`src/rtl/g_htruncated_seq.sv`:
```
// ---------------------------------------------------------------------------
// g_htruncated_seq
//
// Sequential high-part truncator. Clears the low n bits of In1 and keeps the
// upper bits: Out = (In1 >> n) << n. The shift is done one bit per clock, first
// a right-shift phase and then a left-shift phase. A valid/ready handshake on
// both sides lets the multi-cycle ALU sequencer drive it. Any In2 >= WIDTH
// gives a result of 0.
//
// Ports
//   clk        in   1      rising-edge clock
//   rst_n      in   1      asynchronous active-low reset
//   In1        in   WIDTH  operand to truncate
//   In2        in   32     truncation count (unsigned)
//   In_valid   in   1      In1/In2 valid
//   In_ready   out  1      operand can be accepted (IDLE only)
//   Out        out  WIDTH  result, held until the next result is produced
//   Out_valid  out  1      result available
//   Out_ready  in   1      consumer accepts the result
//   Busy       out  1      high in any state other than IDLE
// ---------------------------------------------------------------------------
module g_htruncated_seq #(
  parameter int unsigned WIDTH = 32,
  parameter int unsigned CW    = $clog2(WIDTH)
) (
  input  logic             clk,
  input  logic             rst_n,
  input  logic [WIDTH-1:0] In1,
  input  logic [31:0]      In2,
  input  logic             In_valid,
  output logic             In_ready,
  output logic [WIDTH-1:0] Out,
  output logic             Out_valid,
  input  logic             Out_ready,
  output logic             Busy
);

  localparam logic [1:0] S_IDLE = 2'd0;
  localparam logic [1:0] S_SHR  = 2'd1;
  localparam logic [1:0] S_SHL  = 2'd2;
  localparam logic [1:0] S_DONE = 2'd3;

  logic [1:0]       r_state;
  logic [1:0]       w_state_nxt;
  logic [WIDTH-1:0] r_data;
  logic [WIDTH-1:0] w_data_nxt;
  logic [CW-1:0]    r_n;
  logic [CW-1:0]    w_n_nxt;
  logic [CW-1:0]    r_cnt;
  logic [CW-1:0]    w_cnt_nxt;
  logic [WIDTH-1:0] r_out;
  logic [WIDTH-1:0] w_out_nxt;

  logic w_accept;
  logic w_ovf;

  assign w_accept = In_valid && (r_state == S_IDLE);
  // Upper In2 bits only matter here: any count of WIDTH or more clears everything.
  assign w_ovf    = (In2 >= 32'(WIDTH));

  always_comb begin
    w_state_nxt = r_state;
    w_data_nxt  = r_data;
    w_n_nxt     = r_n;
    w_cnt_nxt   = r_cnt;
    w_out_nxt   = r_out;
    case (r_state)
      S_IDLE: begin
        if (w_accept) begin
          w_state_nxt = S_SHR;
          if (w_ovf) begin
            // Zero data with a zero count runs both phases in one cycle each.
            w_data_nxt = '0;
            w_n_nxt    = '0;
            w_cnt_nxt  = '0;
          end else begin
            w_data_nxt = In1;
            w_n_nxt    = In2[CW-1:0];
            w_cnt_nxt  = In2[CW-1:0];
          end
        end
      end
      S_SHR: begin
        if (r_cnt != '0) begin
          w_data_nxt = r_data >> 1;
          w_cnt_nxt  = r_cnt - 1'b1;
        end else begin
          w_cnt_nxt   = r_n;
          w_state_nxt = S_SHL;
        end
      end
      S_SHL: begin
        if (r_cnt != '0) begin
          w_data_nxt = r_data << 1;
          w_cnt_nxt  = r_cnt - 1'b1;
        end else begin
          w_out_nxt   = r_data;
          w_state_nxt = S_DONE;
        end
      end
      S_DONE: begin
        if (Out_ready) begin
          w_state_nxt = S_IDLE;
        end
      end
      default: w_state_nxt = S_IDLE;
    endcase
  end

  always_ff @(posedge clk or negedge rst_n) begin
    if (!rst_n) begin
      r_state <= S_IDLE;
      r_data  <= '0;
      r_n     <= '0;
      r_cnt   <= '0;
      r_out   <= '0;
    end else begin
      r_state <= w_state_nxt;
      r_data  <= w_data_nxt;
      r_n     <= w_n_nxt;
      r_cnt   <= w_cnt_nxt;
      r_out   <= w_out_nxt;
    end
  end

  // Handshake outputs decode the state register only, so there is no
  // combinational path from In_valid or Out_ready.
  assign In_ready  = (r_state == S_IDLE);
  assign Out_valid = (r_state == S_DONE);
  assign Busy      = (r_state != S_IDLE);
  assign Out       = r_out;

endmodule

```
`config.mk`:
```
export PLATFORM = sky130hd
export DESIGN_NAME = g_htruncated_seq
export DESIGN_NICKNAME = d
export VERILOG_FILES = /design/src/rtl/g_htruncated_seq.sv
export SDC_FILE = /design/constraint.sdc
export NUM_CORES = 1
export LEC_CHECK = 0
export ABC_CLOCK_PERIOD_IN_PS = 3100
export CAP_MARGIN = 25
export CORE_MARGIN = 2
export CORE_UTILIZATION = 55
export CTS_BUF_LIST = sky130_fd_sc_hd__clkbuf_2
export CTS_CLUSTER_DIAMETER = 100
export DETAILED_ROUTE_END_ITERATION = 16
export PLACE_DENSITY = 0.89
export SYNTH_ARGS = -nofsm -noshare
export SYNTH_HDL_FRONTEND = slang
export SYNTH_SLANG_ARGS = --single-unit
export TNS_END_PERCENT = 50
```
`constraint.sdc`:
```
create_clock -name clk -period 3.1 [get_ports clk]
set_input_delay 0.62 -clock clk [delete_from_list [all_inputs] [get_ports clk]]
set_output_delay 0.62 -clock clk [all_outputs]
set_load 0.01 [all_outputs]
```
* Yosys cells after proc, flatten, opt, wreduce, memory -nomap -nowiden
Cells that the tools add are included.
** Word-level totals
- Bits in registers :: 76
- Logic and storage cells :: 42
- Output and inout bits :: 35
- RAM bits :: 0
- Memories kept :: 0
- Bits in latches :: 0
- Input port bits :: 68
- Bits in read-only memories :: 0
** Cells by class
- Magnitude comparators :: 1
- Div/mod/pow operators :: 0
- Muxes and demuxes :: 15
- Equality and inequality tests :: 9
- Bitwise logic cells :: 1
- Reductions and logical operators :: 10
- Multiply operators :: 0
- $add $sub $neg :: 1
- Shifts and indexed selects :: 0
** Operators by type and width (number)
- $mux 32 :: 4
- $pmux 32 s3 :: 1
- $ge 32x6->1 const B :: 1
- $mux 5 :: 4
- $pmux 5 s3 :: 1
- $mux 2 :: 4
- $ne 2x2->1 const B :: 4
- $pmux 2 s4 :: 1
- $reduce_and 4->1 :: 2
- $reduce_bool 5->1 :: 1
- $sub 5x1->5 const B :: 1
- $eq 2x2->1 const B :: 2
- $ne 2x1->1 const B :: 2
- $reduce_and 2->1 :: 2
- $reduce_and 3->1 :: 1
- $reduce_bool 3->1 :: 1
- $eq 2x1->1 const B :: 1
- $logic_not 2->1 :: 1
- $reduce_bool 2->1 :: 1
- $logic_and 1x1->1 :: 1
- $not 1->1 :: 1

* Logic depth before layout (Yosys ltp)
Gate-level depths: netlist of run 1.
- Depth in word-level cells :: 4
- Gate-level depth with buffers :: 8

* Least setup slack after synthesis of run 1
Ideal clock, no wire load.
- Path kind :: input to register
- From :: input port In2[17]
- To :: register r_cnt[2]
- Data arrival time :: 1912 ps
- Stages on the path :: 5
- Data required time :: 3018 ps
- Path slack :: 1106 ps
- Cell sequence :: or4_4 > nor3_4 > buf_2 > nand3_1 > a31oi_1
** Between the ends
- Word-level cells in the longest chain between the ends :: 4
** Ends and longest elaborated chain
- start, declared :: line 29 : input logic [31:0] In2,
- $ge 32x6->1 :: line 59 : assign w_ovf = (In2 >= 32'(WIDTH));
- $mux 5 :: line 71 : if (w_ovf) begin
- $mux 5 :: line 69 : if (w_accept) begin
- $pmux 5 s3 :: line 67 : case (r_state)
- end signal, assigned :: line 121 : r_cnt <= w_cnt_nxt;
- end, declared :: line 49 : logic [CW-1:0] r_cnt;
Every way passes these cells. The select of a mux whose other input is x is not followed.
A chain may end at the register's enable or synchronous reset.

* Worst setup path in the final report of run 1
- From :: register r_cnt[0]
- To :: register r_data[18]
** Between the ends
- Word-level cells in the longest chain between the ends :: 3
** Ends and longest elaborated chain
- $reduce_bool 5->1 * :: line 84, 93
- $ne 2x2->1 (no source line)
- $reduce_and 4->1 (no source line) *
- end signal, assigned :: line 119 : r_data <= w_data_nxt;
- end, declared :: line 45 : logic [WIDTH-1:0] r_data;
Every way passes the cells marked *; elsewhere a longest branch is shown, timed or not.

==> results.md, run 1 <==
- Status: complete, no violations
- Most common cell in the netlist: dfrtp_1
- Flip-flop and latch area: ~0.0019 sq mm
- Relative max-transition margin: 38.2%
- CP Class: register to register
- M1 GR Usage: 35.0%
- CTS buffer count: 9
- Number of antenna violations at the first check in global routing: 0
- Number of I/O port buffers: a little over 100
- Crit end category: register
- Post-synthesis cell type with the largest combined area: dfrtp_1
- Most used standard cells in the synthesized netlist: dfrtp_1, nand2_1, nand3_1
- Actual slew at the worst max-slew pin: roughly 0.93 ns
- Hold buffer count at cts: 0
- Initial Utilization: 57.6%
- Mean cell area of the mapped netlist: 10.1 sq um
- Setup total negative slack: 0 ns
- Remaining number of nets flagged by the antenna check after routing: 0
- Most used DFF post-synth: dfrtp_1
- Share of cells above drive strength 1: 11.7%
- Clock latency at the later pin of the worst-skew pair: 0.50 ns
- Cell area after synthesis: 0.00396 sq mm
- Area of the placeable core: 0.00687 sq mm
- First-pass GRT wire length: 16600 microns
- Clock-pin slew on the worst setup and hold paths: about 0.22 ns
- Total number of H-tree levels: 3
- Number of failing setup endpoints in the final timing report: 0
- Path class of the lowest-slack min-delay path: input pin to asynchronous set/reset pin
- Antenna diode count: 0
- Largest buffer count on any clock path: 2
- Final setup skew: approximately 0.026 ns
- Required @ worst endpoint: 3.52 ns
- Grt met2 use: 44.0%
- Number of gates resized after CTS: 0
- CTS tree: yes
- Cell leakage power: between 2 and 2.5 nW
- Routing layer with the top usage in global route: met2
- Max-cap violations: 0
- Avg WL per Cell: 17.6 microns
- I/O pin count: about 100
- Post-synth ARST share: 100%
- Number of search-and-repair iterations in the first detailed-routing pass: 5
- Net count of the mapped netlist: 466
- Pin count of the biggest net entering global routing: 77
- Num Clock Sinks: 76
- Row cnt: 30
- Number of flip-flops and latches in the synthesized netlist: 76
- DR vias/cell: 6.30
- Routability-driven placement congestion ratio: 0.873
- Number of distinct library cells after synthesis: 46
- Relative area change from synthesis to final layout: 29.5%
- Overall overflow remaining after global route: 0
- Multi-input gate area: 0.00186 sq mm
- Number of flops mapped to enable cells by yosys: 0
- Pwr Density: about 1000 mW/mm^2
- Post-synthesis sequential area ratio: 48.1%
- Vias in the first global route: 3557
- Worst Setup Start Kind: register
- Number of filler instances in the final layout: between 400 and 500
- Final instance area: 0.00512 sq mm
- Global-route total usage across every layer: 27.0%
- Vias: 3673
- PnR Total Power: 5.23 mW
- Worst-case vdd ir drop: 0.000567 V
- Net count of the finished layout: 556
- Routed Wire Length: about 10000 microns
- Post-CTS setup buffer count: 0
- Final slew viol count: 0
- Root buffer cell: clkbuf_2
- Synth Instances: 393
- Top cells by area, synth: dfrtp_1, a22o_1, mux2_2, a31oi_1, nand3_1
- Setup repair after global routing missed its margin: false
- Residual DRC count: 0
- Area share of the leading cell type in the synthesized netlist: 48.1%
- Vertical die dimension: 88.8 microns
- Overall die width: 88.8 microns
- CP Data Arrival Time: 2.97 ns
- Highest Clock Rate: just under 0.4 GHz
- Number of DRC violations after detailed-routing iteration 0: 299
- Count of final hold-check violations: 0
- Dpl cell area: around 0.005 sq mm
- Share of the clock period used by the worst path after layout: a little over 80%
- DP HPWL: 6770 microns
- Number of warning messages in the yosys log: 0
- Post-layout minimum cycle time: between 2 and 3 ns
- GR Util met3: between 6 and 7%
- Max FO, Critical Path: 23
- Overall die area: between 0.007 and 0.008 sq mm
## flip-flops by register name (all words and copies together), names as in the netlist
name and cells:
r_state 2, Out 32, r_cnt 5, r_data 32
r_n 5
## through the flow
| step | utilization, % | setup WS, ns | instances | hold WS, ns |
|---|---|---|---|---|
| finish | 74.6 | 0.548 | 583 | 0.221 |
| global route | 74.6 | 0.371 | 583 | 0.271 |
| CTS | 74.6 | 0.525 | 583 | 0.235 |
| detailed placement | 73.1 | 0.464 | 568 | 0.478 |
| global placement | 73.1 | 0.582 | 568 | 0.471 |
| floorplan | - | 1.11 | 393 | 0.324 |
## cells by family after synthesis
family	synth area share [%]
AOI/OAI and AO/OA	20.7
and+or+nand+nor	14.7
xor gates and xnor gates	0.443
muxes	9.61
DFF	48.1
buffers and inverters	4.90
adders and majority gates	1.58
## worst paths after layout
path / startpoint / to / slack [ns] / depth (start not counted)
max: r_cnt[0]$_DFFE_PN0P_ / r_data[18]$_DFFE_PN0P_ / 0.55 / 7
min: rst_n / r_data[14]$_DFFE_PN0P_ / 0.22 / 1
max reg2reg: r_cnt[0]$_DFFE_PN0P_ / r_data[18]$_DFFE_PN0P_ / 0.55 / 7
min reg2reg: r_n[4]$_DFFE_PN0P_ / r_n[4]$_DFFE_PN0P_ / 0.52 / 2
max in group asynchronous: rst_n / Out[31]$_DFFE_PN0P_ / 2.28 / 1
min in group clk: r_n[4]$_DFFE_PN0P_ / r_n[4]$_DFFE_PN0P_ / 0.52 / 2
## cell type report
cell class,count,share of cell area [%]
Clock buffer,9,0.879
Clock inverter,6,1.10
Inverter,8,0.586
Multi-Input combinational cell,274,36.3
Sequential cell,76,37.1
Tap cell,96,2.34
Timing Repair Buffer,114,21.6
## placed cells by master, fill, tap and decap left out, types with 2 or more instances in the layout
master / count
a21oi_1: 34
a22o_1: 30
a31oi_1: 34
buf_4: 13
clkbuf_2: 9
clkdlybuf4s50_1: 101
clkinv_1: 2
clkinv_2: 2
dfrtp_1: 76
ha_1: 5
inv_1: 8
mux2_1: 10
mux2_2: 22
mux2i_1: 2
nand2_1: 43
nand3_1: 42
nand4_1: 2
nor2_1: 6
nor2b_1: 2
nor4_1: 4
o211ai_1: 2
o21ai_0: 3
o21ai_1: 5
or2_2: 2
or4_4: 2
xor2_1: 2
## worst max-delay path: stages (launching register included)
cell	delay [ns]
dfrtp_1	0.47
inv_1	0.08
ha_1	0.25
nor4b_4	0.45
nand2_1	0.49
and2_1	0.31
buf_4	0.22
a31oi_1	0.19
## power by group
group	switching, mW	leakage (nW)	total [mW]	internal (mW)
registers	0.391	0.972	1.85	1.46
clock network	0.346	0.0666	0.522	0.176
logic	1.46	1.07	2.86	1.40
total	2.20	2.11	5.23	3.03
## metal layers
metal	wire, microns	share of wire [%]	up-vias
li1	-	-	1641
met1	4010	39	1765
met2	5030	49	240
met3	978	9.6	27
met4	211	2.1	0
met5	0	0	-
Note: power is estimated with default switching activity, not from simulation.
==> run 2: changes to the inputs <==
--- a/config.mk
+++ b/config.mk
@@ -5,14 +5,14 @@
 export SDC_FILE = /design/constraint.sdc
 export NUM_CORES = 1
 export LEC_CHECK = 0
-export ABC_CLOCK_PERIOD_IN_PS = 3100
+export ABC_CLOCK_PERIOD_IN_PS = 2100
 export CAP_MARGIN = 25
 export CORE_MARGIN = 2
-export CORE_UTILIZATION = 55
+export CORE_UTILIZATION = 46
 export CTS_BUF_LIST = sky130_fd_sc_hd__clkbuf_2
 export CTS_CLUSTER_DIAMETER = 100
 export DETAILED_ROUTE_END_ITERATION = 16
-export PLACE_DENSITY = 0.89
+export PLACE_DENSITY = 0.79
 export SYNTH_ARGS = -nofsm -noshare
 export SYNTH_HDL_FRONTEND = slang
 export SYNTH_SLANG_ARGS = --single-unit
==> constraint.sdc (replaced) <==
create_clock -name clk -period 2.1 [get_ports clk]
set_input_delay 0.42 -clock clk [delete_from_list [all_inputs] [get_ports clk]]
set_output_delay 0.42 -clock clk [all_outputs]
set_load 0.01 [all_outputs]
==> run 2 against run 1 <==
Combinational power up 60%; die area increased by 19%; global-route usage fell by 4.6 points; cell count up 5.8%.
==> results.md, run 2 (same netlist as run 1, synthesis figures left out) <==
- Status: complete, no violations (unchanged)
- Routability-driven placement congestion ratio: 0.815 (was 0.873)
- Share of the clock period used by the worst path after layout: 99.9% (was 82.3%)
- Final setup skew: 0.0225 ns (was 0.0256 ns)
- Required @ worst endpoint: 2.56 ns (was 3.52 ns)
- Final core utilization: 67.1% (was 74.6%)
- Routed Wire Length: 11100 microns (was 10200 microns)
- Relative area change from synthesis to final layout: 40.1% (was 29.5%)
- DR vias/cell: 6.12 (was 6.30)
- Overall die area: 0.00936 sq mm (was 0.00789 sq mm)
- Vias: 3775 (was 3673)
- Vertical die dimension: 96.8 microns (was 88.8 microns)
- Overall overflow remaining after global route: 0 (unchanged)
- First-pass GRT wire length: 17200 microns (was 16600 microns)
- Overall die width: 96.8 microns (was 88.8 microns)
- R2r endpoint: r_data[18]$_DFFE_PN0P_ (unchanged)
- Slack of the worst reg-to-reg path: 0.003 ns (was 0.55 ns)
- Number of search-and-repair iterations in the first detailed-routing pass: 6 (was 5)
- DP HPWL: 7130 microns (was 6770 microns)
- Multi-input gate area: 0.00190 sq mm (was 0.00186 sq mm)
- Clock-pin slew on the worst setup and hold paths: 0.22 ns (about the same)
- Number of failing setup endpoints in the final timing report: 0 (unchanged)
- Number of antenna violations at the first check in global routing: 0 (unchanged)
- Largest buffer count on any clock path: 2 (unchanged)
- Cell leakage power: 2.31 nW (was 2.11 nW)
- Worst-case vdd ir drop: 0.000635 V (was 0.000567 V)
- Tightest hold margin: 0.361 ns (was 0.221 ns)
- Vias in the first global route: 3631 (was 3557)
- Count of final hold-check violations: 0 (unchanged)
- I/O pin count: 103 (unchanged)
- Worst Setup Start Kind: register (unchanged)
- Remaining number of nets flagged by the antenna check after routing: 0 (unchanged)
- Row cnt: 33 (was 30)
- Share of cells above drive strength 1: 18.4% (was 11.7%)
- Global-route total usage across every layer: 22.4% (was 27.0%)
- Number of DRC violations after detailed-routing iteration 0: 301 (was 299)
- Max-cap violations: 0 (unchanged)
- CP Class: register to register (unchanged)
- CTS tree: yes (unchanged)
- Root buffer cell: clkbuf_2 (unchanged)
- Residual DRC count: 0 (unchanged)
- Crit end category: register (unchanged)
- Relative max-transition margin: 66.8% (was 38.2%)
- Clock latency at the later pin of the worst-skew pair: 0.53 ns (was 0.50 ns)
- Actual slew at the worst max-slew pin: 0.498 ns (was 0.927 ns)
- Highest Clock Rate: 0.477 GHz (was 0.392 GHz)
- Worst r2r src: r_state[1]$_DFFE_PN0P_ (was r_cnt[0]$_DFFE_PN0P_)
- Most frequent standard cell in the layout excluding fill and tap cells: clkdlybuf4s50_1 (unchanged)
- Area of the placeable core: 0.00826 sq mm (was 0.00687 sq mm)
- Number of I/O port buffers: 102 (unchanged)
- Total number of H-tree levels: 3 (unchanged)
- Number of filler instances in the final layout: 614 (was 488)
- Net count of the finished layout: 580 (was 556)
- Length in cells of the worst reg-to-reg path: 8 (was 7)
- Flip-flop and latch area: 0.00190 sq mm (about the same)
- CP Data Arrival Time: 2.56 ns (was 2.97 ns)
- Antenna diode count: 0 (unchanged)
- Path class of the lowest-slack min-delay path: input pin to asynchronous set/reset pin (unchanged)
- Most used cells in the layout excluding fill and tap cells: clkdlybuf4s50_1, dfrtp_1, nand2_1 (unchanged)
- Final slew viol count: 0 (unchanged)
- CTS buffer count: 9 (unchanged)
- Post-layout minimum cycle time: 2.10 ns (was 2.55 ns)
- Num Clock Sinks: 76 (unchanged)
- Avg WL per Cell: 17.9 microns (was 17.6 microns)
- Initial Utilization: 47.9% (was 57.6%)
- Pwr Density: 1490 mW/mm^2 (was 1020 mW/mm^2)
- Max FO, Critical Path: 9 (was 23)
- Pin count of the biggest net entering global routing: 40 (was 77)
-- run 2: cell types whose count changed in the layout (fill, tap and decap cells not counted), sizes merged --
cell and delta:
bufinv +1, dlymetal6s2s +1, clkbuf +5, dlygate4sd2 +2, clkdlybuf4s50 -3, clkinv -2
buf +19, inv +1, dlygate4sd3 +1
-- run 2: what timing repair did --
| action | 4_1_cts | 5_1_grt |
|---|---|---|
| hold endpoints to repair | 35 | 0 |
| endpoints found under the setup margin | 3 | 42 |
| hold buffers | 1 | 0 |
| pin swaps | 0 | 5 |
| cloned | 0 | 5 |
| resized for setup | 5 | 13 |
| buffers inserted | 0 | 8 |
-- run 2: stage by stage --
stage / std cells / setup WS (ns) / total power [mW] / TNS (ns) / instance area, sq um
finish: 617 / 0.00286 / 8.26 / 0 / 5540
global route: 617 / -0.0408 / 8.82 / -0.207 / 5540
CTS: 604 / -0.107 / 7.92 / -0.107 / 5330
detailed placement: 587 / -0.177 / 7.00 / -3.30 / 5170
global placement: 587 / -0.0719 / 6.84 / -2.31 / 5170
floorplan: 393 / 0.153 / 5.41 / 0 / 3960
-- run 2: per-layer routing --
metal,global-route usage [%],up-vias,wire (microns)
li1,-,1694,-
met2,35.8,215,5430
met1,30.0,1833,4360
met5,0,-,0
met4,9.97,0,346
met3,3.76,33,917
-- run 2: final cells by class --
cell class | count | share of cell area [%]
sequential | 76 | 34.4
multi-input combinational | 274 | 34.4
timing repair buffer | 138 | 25.9
tap | 105 | 2.37
clock inverter | 6 | 1.58
clock buffer | 10 | 0.903
inverter | 8 | 0.542
-- run 2: worst max-delay path by stage --
stage                                 startpoint                     end  slack, ns
after global routing      r_state[0]$_DFFE_PN0P_  r_data[29]$_DFFE_PN0P_      -0.04
after global placement                   In2[17]    r_cnt[1]$_DFFE_PN0P_      -0.07
after CTS                 r_state[0]$_DFFE_PN0P_               Out_valid      -0.11
final                     r_state[1]$_DFFE_PN0P_  r_data[18]$_DFFE_PN0P_      0.003
after detailed placement                 In2[17]   r_data[3]$_DFFE_PN0P_      -0.18
after floorplan           r_state[0]$_DFFE_PN0P_    r_cnt[2]$_DFFE_PN0P_       0.15
-- run 2: critical path: stages, from the launching register on --
cell and delay [ns]:
dfrtp_2 0.49, inv_2 0.11, ha_4 0.20, or4_4 0.43, nor3_4 0.20, buf_6 0.16
clkbuf_16 0.16, nand3_1 0.09, a31oi_1 0.19
-- run 2: report_power, final --
part | total, mW | switching [mW] | internal, mW
clock | 0.942 | 0.540 | 0.402
sequential | 2.75 | 0.598 | 2.15
combinational | 4.57 | 2.20 | 2.37
==> run 3: changes to the inputs <==
--- a/config.mk
+++ b/config.mk
@@ -12,7 +12,8 @@
 export CTS_BUF_LIST = sky130_fd_sc_hd__clkbuf_2
 export CTS_CLUSTER_DIAMETER = 100
 export DETAILED_ROUTE_END_ITERATION = 16
-export PLACE_DENSITY = 0.79
+export GPL_TIMING_DRIVEN = 0
+export PLACE_DENSITY_LB_ADDON = 0.2
 export SYNTH_ARGS = -nofsm -noshare
 export SYNTH_HDL_FRONTEND = slang
 export SYNTH_SLANG_ARGS = --single-unit
==> run 3 against run 2 <==
The run now ends with setup timing left; register-to-register slack is essentially flat; sequential power shrank 1%; cell count grew 2.4%.
==> results.md, run 3 (same netlist as run 1, synthesis figures left out) <==
- Clock-pin slew on the worst setup and hold paths: 0.23 ns (was 0.22 ns)
- Clock latency at the later pin of the worst-skew pair: 0.54 ns (was 0.53 ns)
- Portion of total power attributed to combinational logic: 56.2% (was 55.3%)
- Tightest hold margin: 0.265 ns (was 0.361 ns)
- Critical path, cell by cell: inv_1, ha_2, nor4b_4, buf_4, a211oi_4, buf_4, buf_2, a21oi_1, a31oi_1 (was inv_2, ha_4, or4_4, nor3_4, buf_6, clkbuf_16, nand3_1, a31oi_1)
- Net count of the finished layout: 595 (was 580)
- Setup total negative slack: -0.00442 ns (was 0 ns)
- Pwr Density: 1520 mW/mm^2 (was 1490 mW/mm^2)
- Most frequent standard cell in the layout excluding fill and tap cells: clkdlybuf4s50_1 (unchanged)
- P_int: 4.94 mW (was 4.92 mW)
- Required @ worst endpoint: 2.54 ns (was 2.56 ns)
- Residual DRC count: 0 (unchanged)
- Final setup skew: 0.0294 ns (was 0.0225 ns)
- Overall die area: 0.00936 sq mm (unchanged)
- PnR Total Power: 8.40 mW (was 8.26 mW)
- Final slew viol count: 0 (unchanged)
- Count of final hold-check violations: 0 (unchanged)
- I/O pin count: 103 (unchanged)
- Violations in the final reports: setup timing
- Routability-driven placement congestion ratio: 0.867 (was 0.815)
- Share of cells above drive strength 1: 19.0% (was 18.4%)
- First-pass GRT wire length: 18000 microns (was 17200 microns)
- Post-layout minimum cycle time: 2.10 ns (about the same)
- Pin count of the biggest net entering global routing: 61 (was 40)
- DR vias/cell: 6.09 (was 6.12)
- Max FO, Critical Path: 10 (was 9)
- Largest buffer count on any clock path: 2 (unchanged)
- Crit end category: register (unchanged)
- Delay of the slowest cell on the worst path: 0.45 ns (was 0.49 ns)
- Final non-filler cell total: 632 (was 617)
- CP Data Arrival Time: 2.55 ns (was 2.56 ns)
- Share of total power in the clock network: 11.5% (was 11.4%)
- Smallest setup slack after layout: -0.00442 ns (was 0.00286 ns)
- Switching share of total power: 41.2% (was 40.4%)
- Row cnt: 33 (unchanged)
- Number of DRC violations after detailed-routing iteration 0: 254 (was 301)
- Root buffer cell: clkbuf_2 (unchanged)
- Max-cap violations: 0 (unchanged)
- Total number of H-tree levels: 3 (unchanged)
- Overall overflow remaining after global route: 0 (unchanged)
- Number of antenna violations at the first check in global routing: 0 (unchanged)
- Vias in the first global route: 3643 (was 3631)
- Worst setup path start: r_cnt[0]$_DFFE_PN0P_ (was r_state[1]$_DFFE_PN0P_)
- Dpl cell area: 0.00513 sq mm (was 0.00517 sq mm)
- Max stage delay cell, worst path: dfrtp_1 (was dfrtp_2)
- Cell leakage power: 2.30 nW (was 2.31 nW)
- Path class of the lowest-slack min-delay path: input pin to asynchronous set/reset pin (unchanged)
- Number of search-and-repair iterations in the first detailed-routing pass: 6 (unchanged)
- DP HPWL: 7740 microns (was 7130 microns)
- Number of filler instances in the final layout: 672 (was 614)
- Multi-input gate area: 0.00192 sq mm (was 0.00190 sq mm)
- Vertical die dimension: 96.8 microns (unchanged)
- Register share of total power: 32.3% (was 33.3%)
- Most used cells in the layout excluding fill and tap cells: clkdlybuf4s50_1, dfrtp_1, nand2_1 (unchanged)
- Setup slack at placement: -0.394 ns (was -0.177 ns)
- Worst Setup Start Kind: register (unchanged)
- Overall die width: 96.8 microns (unchanged)
- CTS buffer count: 9 (unchanged)
- Final core utilization: 67.1% (about the same)
- Relative max-transition margin: 58.8% (was 66.8%)
- Flip-flop and latch area: 0.00190 sq mm (about the same)
- CP Class: register to register (unchanged)
- Worst-case vdd ir drop: 0.000859 V (was 0.000635 V)
- Global-route total usage across every layer: 23.7% (was 22.4%)
- Relative area change from synthesis to final layout: 40.0% (was 40.1%)
- Antenna diode count: 0 (unchanged)
- Area of the placeable core: 0.00826 sq mm (unchanged)
- Avg WL per Cell: 17.8 microns (was 17.9 microns)
- Setup repair after global routing missed its margin: true
- Initial Utilization: 47.9% (unchanged)
- Worst r2r src: r_cnt[0]$_DFFE_PN0P_ (was r_state[1]$_DFFE_PN0P_)
- Number of I/O port buffers: 102 (unchanged)
- Routed Wire Length: 11300 microns (was 11100 microns)
- Status: finished with violations (was complete, no violations)
- Actual slew at the worst max-slew pin: 0.617 ns (was 0.498 ns)
- Share of the clock period used by the worst path after layout: 100% (was 99.9%)
- Net switching power figure: 3.46 mW (was 3.34 mW)
- Number of failing setup endpoints in the final timing report: 1 (was 0)
- Remaining number of nets flagged by the antenna check after routing: 0 (unchanged)
- Vias: 3851 (was 3775)
- Num Clock Sinks: 76 (unchanged)
- Final instance area: 0.00554 sq mm (about the same)
- Most prevalent standard cell on the critical path: buf_4
- Number of placed cells counting well taps: 601 (was 587)
- Highest Clock Rate: 0.475 GHz (was 0.477 GHz)
- CTS tree: yes (unchanged)
-- run 3: cell count changes in the layout (fill, tap and decap cells not counted), sizes merged --
cell and change:
clkdlybuf4s15 +1, clkinv +1, dlymetal6s2s -1, clkbuf +17
buf -3
-- run 3: cell type report --
| cell class | instances | share of cell area (%) |
|---|---|---|
| tap | 105 | 2.37 |
| sequential | 76 | 34.3 |
| multi-input combinational | 274 | 34.6 |
| clock inverter | 7 | 1.78 |
| timing repair buffer | 118 | 21.7 |
| clock buffer | 9 | 0.813 |
| inverter | 8 | 0.587 |
| buffer | 35 | 3.82 |
-- run 3: power by group through the flow --
stage	sequential (mW)	combinational (mW)	clock (mW)
floorplan	2.73	2.67	0
global placement	2.71	4.20	0
detailed placement	2.74	4.31	0
CTS	2.70	4.51	0.972
global route	2.80	5.10	1.04
finish	2.71	4.73	0.967
-- run 3: worst paths after layout --
check,endpoint,slack [ns],depth (start not counted)
min in group clk,r_data[5]$_DFFE_PN0P_,0.42,3
max in group asynchronous,r_cnt[2]$_DFFE_PN0P_,1.24,3
worst min-delay path,Out[15]$_DFFE_PN0P_,0.26,2
worst min register to register,r_n[3]$_DFFE_PN0P_,0.52,2
worst max-delay path,r_data[8]$_DFFE_PN0P_,-0.004,9
worst max register to register,r_data[8]$_DFFE_PN0P_,-0.004,9
-- run 3: routing by layer --
| metal | routed length (microns) | GRT usage [%] | part of all wire (%) |
|---|---|---|---|
| met1 | 4770 | 32.8 | 42 |
| met2 | 5450 | 36.7 | 48 |
| met3 | 875 | 5.06 | 7.8 |
| met4 | 184 | 9.32 | 1.6 |
| met5 | 0 | 0 | 0 |
-- run 3: critical path, delay by kind of cell, from the launching register on --
kind            cells  cell delay (ns)
simple gates        1             0.13
fa+ha+maj           1             0.21
flops               1             0.45
compound gates      3             0.61
buf+inv             4             0.61
-- run 3: what timing repair did --
| item | CTS | global route |
|---|---|---|
| hold endpoints to repair | 16 | 0 |
| setup endpoints to repair | 70 | 62 |
| pin swaps | 9 | 24 |
| cloned | 1 | 1 |
| hold buffers | 1 | 0 |
| resized for setup | 28 | 26 |
| buffers inserted | 7 | 5 |
